`src/rtl/verificador_de_senha.sv`:
```
// Password checker for a keypad lock: compares a completed keypad entry
// against a reprogrammable user password, drives unlock/error strobes,
// counts consecutive failures, locks out after too many, and lets the
// user password be replaced after presenting the master password.
module verificador_de_senha #(
    parameter logic [79:0] SENHA_PADRAO    = 80'hFFFF_FFFF_FFFF_FFFF_1234,
    parameter logic [79:0] SENHA_MESTRE    = 80'hFFFF_FFFF_FFFF_FFF9_9999,
    parameter int          MAX_TENTATIVAS  = 3,
    parameter int          BLOQUEIO_CICLOS = 1000,
    parameter int          DESTRAVA_CICLOS = 50
) (
    input  logic        clk,
    input  logic        rst,
    input  logic [79:0] digitos_value,
    input  logic        digitos_valid,
    input  logic        prog_req,
    output logic        teclado_en,
    output logic        destrava,
    output logic        senha_erro,
    output logic        bloqueado,
    output logic        prog_ativo,
    output logic [1:0]  tentativas
);

    localparam int MAX_CICLOS = (BLOQUEIO_CICLOS > DESTRAVA_CICLOS) ? BLOQUEIO_CICLOS
                                                                     : DESTRAVA_CICLOS;
    localparam int CNT_W = (MAX_CICLOS > 1) ? $clog2(MAX_CICLOS + 1) : 1;

    // Counters are loaded with duration-1 so the indication lasts exactly
    // the requested number of cycles; a zero duration degrades to one cycle.
    localparam logic [CNT_W-1:0] CARGA_DESTRAVA =
        CNT_W'((DESTRAVA_CICLOS > 0) ? DESTRAVA_CICLOS - 1 : 0);
    localparam logic [CNT_W-1:0] CARGA_BLOQUEIO =
        CNT_W'((BLOQUEIO_CICLOS > 0) ? BLOQUEIO_CICLOS - 1 : 0);
    localparam logic [1:0] TENT_MAX = 2'(MAX_TENTATIVAS);

    typedef enum logic [2:0] {
        IDLE,
        CHECK,
        ABRE,
        ERRO,
        BLOQUEIO,
        PROG_NOVA,
        PROG_GRAVA
    } estado_t;

    typedef enum logic [1:0] {
        CL_CANCEL,
        CL_TIMEOUT,
        CL_OK,
        CL_MALF
    } classe_t;

    estado_t          estado;
    logic [79:0]      entrada;
    logic [79:0]      senha;
    logic [CNT_W-1:0] cnt;
    classe_t          classe;
    logic             aceita;

    // Newest key sits in the lowest nibble, so a well-formed entry is a run
    // of 4..12 decimal digits starting at nibble 0 with 4'hF padding above.
    function automatic classe_t classifica(input logic [79:0] v);
        logic       todos_b;
        logic       todos_e;
        logic       prefixo;
        logic       padding_ok;
        logic [3:0] nib;
        int         comp;
        todos_b    = 1'b1;
        todos_e    = 1'b1;
        prefixo    = 1'b1;
        padding_ok = 1'b1;
        comp       = 0;
        for (int i = 0; i < 20; i++) begin
            nib = v[4*i +: 4];
            if (nib != 4'hB) todos_b = 1'b0;
            if (nib != 4'hE) todos_e = 1'b0;
            if (prefixo && (nib <= 4'd9)) begin
                comp = comp + 1;
            end else begin
                prefixo = 1'b0;
                if (nib != 4'hF) padding_ok = 1'b0;
            end
        end
        if (todos_b)                                 return CL_CANCEL;
        else if (todos_e)                            return CL_TIMEOUT;
        else if (padding_ok && comp >= 4 && comp <= 12) return CL_OK;
        else                                         return CL_MALF;
    endfunction

    // Entries are taken only while the keypad is enabled; a falling prog_req
    // in PROG_NOVA wins over a simultaneous entry.
    always_comb begin
        aceita = digitos_valid &&
                 ((estado == IDLE) || (estado == PROG_NOVA && prog_req));
        classe = classifica(entrada);
    end

    // Entry capture register; pure data, so it carries no reset.
    always_ff @(posedge clk) begin
        if (aceita) entrada <= digitos_value;
    end

    // Main controller: state, duration counter, stored password and all outputs.
    always_ff @(posedge clk or posedge rst) begin
        if (rst) begin
            estado     <= IDLE;
            teclado_en <= 1'b1;
            destrava   <= 1'b0;
            senha_erro <= 1'b0;
            bloqueado  <= 1'b0;
            prog_ativo <= 1'b0;
            tentativas <= 2'd0;
            cnt        <= '0;
            senha      <= SENHA_PADRAO;
        end else begin
            case (estado)
                IDLE: begin
                    // Clears the one-cycle acknowledgement left by PROG_GRAVA.
                    destrava   <= 1'b0;
                    senha_erro <= 1'b0;
                    if (aceita) begin
                        estado     <= CHECK;
                        teclado_en <= 1'b0;
                    end
                end
                CHECK: begin
                    if (classe == CL_CANCEL || classe == CL_TIMEOUT) begin
                        estado     <= IDLE;
                        teclado_en <= 1'b1;
                    end else if (!prog_req && entrada == senha) begin
                        estado     <= ABRE;
                        tentativas <= 2'd0;
                        destrava   <= 1'b1;
                        cnt        <= CARGA_DESTRAVA;
                    end else if (prog_req && entrada == SENHA_MESTRE) begin
                        estado     <= PROG_NOVA;
                        prog_ativo <= 1'b1;
                        teclado_en <= 1'b1;
                    end else begin
                        estado     <= ERRO;
                        senha_erro <= 1'b1;
                        cnt        <= CARGA_DESTRAVA;
                        if (tentativas < TENT_MAX) tentativas <= tentativas + 2'd1;
                    end
                end
                ABRE: begin
                    if (cnt == '0) begin
                        estado     <= IDLE;
                        destrava   <= 1'b0;
                        teclado_en <= 1'b1;
                    end else begin
                        cnt <= cnt - CNT_W'(1);
                    end
                end
                ERRO: begin
                    if (cnt == '0) begin
                        senha_erro <= 1'b0;
                        if (tentativas >= TENT_MAX) begin
                            estado    <= BLOQUEIO;
                            bloqueado <= 1'b1;
                            cnt       <= CARGA_BLOQUEIO;
                        end else begin
                            estado     <= IDLE;
                            teclado_en <= 1'b1;
                        end
                    end else begin
                        cnt <= cnt - CNT_W'(1);
                    end
                end
                BLOQUEIO: begin
                    if (cnt == '0) begin
                        estado     <= IDLE;
                        bloqueado  <= 1'b0;
                        tentativas <= 2'd0;
                        teclado_en <= 1'b1;
                    end else begin
                        cnt <= cnt - CNT_W'(1);
                    end
                end
                PROG_NOVA: begin
                    if (!prog_req) begin
                        estado     <= IDLE;
                        prog_ativo <= 1'b0;
                    end else if (aceita) begin
                        estado     <= PROG_GRAVA;
                        teclado_en <= 1'b0;
                    end
                end
                PROG_GRAVA: begin
                    // Rejected new passwords are not counted as failed attempts.
                    if (classe == CL_OK) begin
                        senha    <= entrada;
                        destrava <= 1'b1;
                    end else begin
                        senha_erro <= 1'b1;
                    end
                    estado     <= IDLE;
                    prog_ativo <= 1'b0;
                    teclado_en <= 1'b1;
                end
                default: begin
                    estado     <= IDLE;
                    teclado_en <= 1'b1;
                end
            endcase
        end
    end

endmodule

```
`config.mk`:
```
export PLATFORM = sky130hd
export DESIGN_NAME = verificador_de_senha
export DESIGN_NICKNAME = d
export VERILOG_FILES = /design/src/rtl/verificador_de_senha.sv
export SDC_FILE = /design/constraint.sdc
export NUM_CORES = 1
export LEC_CHECK = 0
export BUFFER_PORTS_ARGS = -buffer_cell sky130_fd_sc_hd__clkbuf_2
export CAP_MARGIN = 20
export CORE_MARGIN = 2
export CORE_UTILIZATION = 45
export CTS_CLUSTER_DIAMETER = 100
export DETAILED_ROUTE_END_ITERATION = 8
export PLACE_DENSITY = 0.65
export SYNTH_ARGS = -nofsm -noshare
export SYNTH_HDL_FRONTEND = slang
export SYNTH_SLANG_ARGS = --single-unit
```
`constraint.sdc`:
```
create_clock -name clk -period 14.2 [get_ports clk]
set_input_delay 0.71 -clock clk [delete_from_list [all_inputs] [get_ports clk]]
set_output_delay 0.71 -clock clk [all_outputs]
set_load 0.01 [all_outputs]
```
==> results.yml <==
timing:
  finalSetupViolCount: 0
  hold_violations: 0
  min_period_ps: 13300
  slew_viol_final: 0
  tightest_slew_ps: 898
  relSlewSlack: 0.399
  setup_tns_ps: 0
  skew_ps: 21.5
  clock.fmax_mhz: 75.2
  rsz0062_at_grt: "no"
  final.period_utilization: 0.936
critical_path:
  crit_type: "register to register"
  crit_family: "adder cells"
  end_kind: "register"
  reg2reg_slack_ps: 900
  crit_path_max_incr_delay_ps: 580
  worstPathArrival_ps: 13620
  r2r_end: "senha[15]"
  timing.rr.start: "entrada[7]"
  crit_fanout: 40
  crit_top_cell: "ha_1"
  worstSetupStartpoint: "entrada[7]"
  worstRegToRegCells: 64
  crit_end: "senha[15]"
  crit_slowest_cell: "edfxtp_1"
  critPathLaunchType: "register"
  cp_num_buf_inv: 2
  path_depth: 64
  cp.required_ps: 14520
finish:
  fillers: 2282
  instances_no_fill: 1555
  drive_above_1_share: 0.190
  syn_to_final_growth_pct: 12.2
  multi_input_area_um2: 5990
  postLayoutCellArea_um2: 12800
  final-seq-area_um2: 4990
  nets: 1316
  diodes: 0
power_and_ir_drop:
  power.switching_mw: 0.260
  pwr-share-clk: 0.467
  power_density_nw_per_um2: 82.7
  p_total_mw: 1.06
  p_leak_nw: 4.95
  vdd_ir_drop_max_mv: 0.0716
  cellInternalPower_mw: 0.796
  p_sw_frac: 0.246
  p_seq_frac: 0.516
  combPwrFrac: 0.017
synthesis:
  synth_edf_count: 80
  synth_compound_area_frac: 0.150
  ys_async_sr_fraction: 0.556
  synth_seq_area_share: 0.439
  ys_types: 86
  yosys_register_bits: 180
  synthXorXnorAreaFrac: 0.0661
  synthSimpleGateAreaFrac: 0.188
  syn-mean-instance-area_um2: 10.1
  yosys.area_share.adder: 0.0273
  synth_ff_type: "edfxtp_1"
  synth_area_um2: 11400
  syn_inst: 1131
  synth.mux.area_fraction: 0.0930
  yosys_warnings: 0
  synth_top_family_by_area: "simple AND/OR/NAND/NOR gates"
  synth_nets: 1235
worst_hold_path:
  worst_hold_path_type: "input pin to async pin"
placement:
  placed_area_um2: 12100
  dp_hpwl_mm: 24.2
  routabilityCongestion: 0.969
  dp_cells: 1521
  io_buffer_count: 90
die:
  die_w_um: 163
  initial_core_util: 0.455
  row_count: 58
  dieArea_um2: 26600
  io_pins: 91
  core-area_um2: 25000
  fp.dieH_um: 163
cts:
  clkTransAtPathRegs_ps: 90
  cts_sinks: 180
  cts_tree: "yes"
  cts.htree.levels: 4
  cts_buffer_depth: 2
  cts_buffers: 17
  insertion_delay_ps: 450
  cts-root-buf: "clkbuf_16"
drt:
  via_per_inst: 6.09
  wl_per_cell_um: 20.9
  routed_wl_mm: 32.5
  firstDrtPassIters: 5
  ant_nets: 0
  vias: 9467
  drc_errors: 0
  drtIter0Drc: 936
run:
  cap_violations: 0
global_routing:
  grt_start_max_net_pins: 81
  track_usage: 0.248
  grt_pass1_wl_mm: 50.8
  grt_antenna_before_repair: 0
  overflow: 0
  grt_pass1_vias: 9171
outcome:
  outcome: "complete, no violations"
registers in the layout, summed over array words and instances (netlist names):
register and cells:
prog_ativo 1, entrada 80, tentativas 2, destrava 1, teclado_en 1, senha 80
estado 3, senha_erro 1, cnt 10, bloqueado 1
timing repair:
action                     in CTS  in global routing
setup endpoints to repair       0                 78
buffers inserted                0                  1
gates resized for setup         0                  6
hold buffers                    0                  0
worst min path at each step:
stage               startpoint        end  depth (start not counted)
floorplan            senha[15]  senha[15]                          1
global placement     senha[15]  senha[15]                          1
global route               rst   senha[0]                          2
detailed placement   senha[74]  senha[74]                          2
CTS                        rst   senha[0]                          2
finish                     rst   senha[0]                          2
power by group through the flow:
| stage | Clock (mW) | Sequential, mW | Combinational (mW) |
|---|---|---|---|
| 6_report | 0.493 | 0.545 | 0.0180 |
| 5_1_grt | 0.522 | 0.545 | 0.0205 |
| 4_1_cts | 0.503 | 0.545 | 0.0185 |
| 3_5_place_dp | 0 | 0.555 | 0.0184 |
| 2_1_floorplan | 0 | 0.555 | 0.00434 |
| 3_3_place_gp | 0 | 0.555 | 0.0181 |
synth_stat cells (30+ instances only):
cell       n  share of area
nor2_1    90          0.030
edfxtp_1  80           0.21
mux2_1    73          0.072
nand2_1   71          0.023
dfstp_2   70           0.16
inv_1     59          0.019
xor2_1    47          0.036
a21oi_1   45          0.020
nand4_1   45          0.025
nand3_1   42          0.018
o21ai_0   38          0.017
nor3_1    32          0.014
dfrtp_1   30          0.066
xnor2_1   30          0.023
routing by layer:
| layer | wire, um | part of all wire | global-route usage |
|---|---|---|---|
| met5 | 0 | 0 | 0 |
| met4 | 1290 | 0.040 | 0.114 |
| met3 | 1770 | 0.055 | 0.0386 |
| met2 | 15300 | 0.47 | 0.399 |
| met1 | 14100 | 0.44 | 0.329 |
area by class of cell:
class | count | area share
well taps | 330 | 0.0323
flip-flops and latches | 180 | 0.391
clock buffers | 17 | 0.0333
inverters | 59 | 0.0175
multi-input cells | 857 | 0.469
clock inverters | 15 | 0.0158
repair buffers | 97 | 0.0413
logic make-up after synthesis:
| logic type | after synthesis |
|---|---|
| flip-flops | 180 |
| multiplexers | 96 |
| buffers and inverters | 94 |
| AO/OA/AOI/OAI | 248 |
| XOR/XNOR | 81 |
| adder cells (fa/ha/maj) | 26 |
| AND/OR/NAND/NOR | 406 |
layout by cell type (no fill, tap or decap), types with 9 or more instances in the layout:
cell / instances
a21o_1: 9
a21oi_1: 44
a221oi_1: 15
a31oi_1: 17
and2_1: 9
and3_1: 14
clkbuf_16: 18
clkbuf_2: 90
dfrtp_1: 30
dfstp_2: 70
edfxtp_1: 80
ha_1: 20
inv_1: 58
mux2_1: 73
mux2i_1: 18
nand2_1: 71
nand2b_1: 15
nand3_1: 42
nand4_1: 45
nor2_1: 90
nor2b_1: 10
nor3_1: 32
nor4_1: 28
o211ai_1: 9
o21a_1: 12
o21ai_0: 38
o21ai_1: 14
o22ai_1: 14
or3_1: 11
xnor2_1: 30
xor2_1: 47
worst reg2reg max path, delay by kind of cell (launching register included):
kind / cells / cell delay [ps]
compound gates: 16 / 2810
fa+ha+maj: 17 / 5480
buf+inv: 2 / 420
flops: 1 / 580
mux: 8 / 1870
simple gates: 21 / 2030
per-stage QoR:
step | util | setup slack, ps | hold slack, ps
6_report | 0.510 | 904 | 309
5_1_grt | 0.510 | 50.7 | 353
4_1_cts | 0.508 | 869 | 315
3_5_place_dp | 0.483 | 942 | 486
3_3_place_gp | 0.483 | 1250 | 473
2_1_floorplan | - | 2270 | 458
Power figures use the tool's default switching activity.
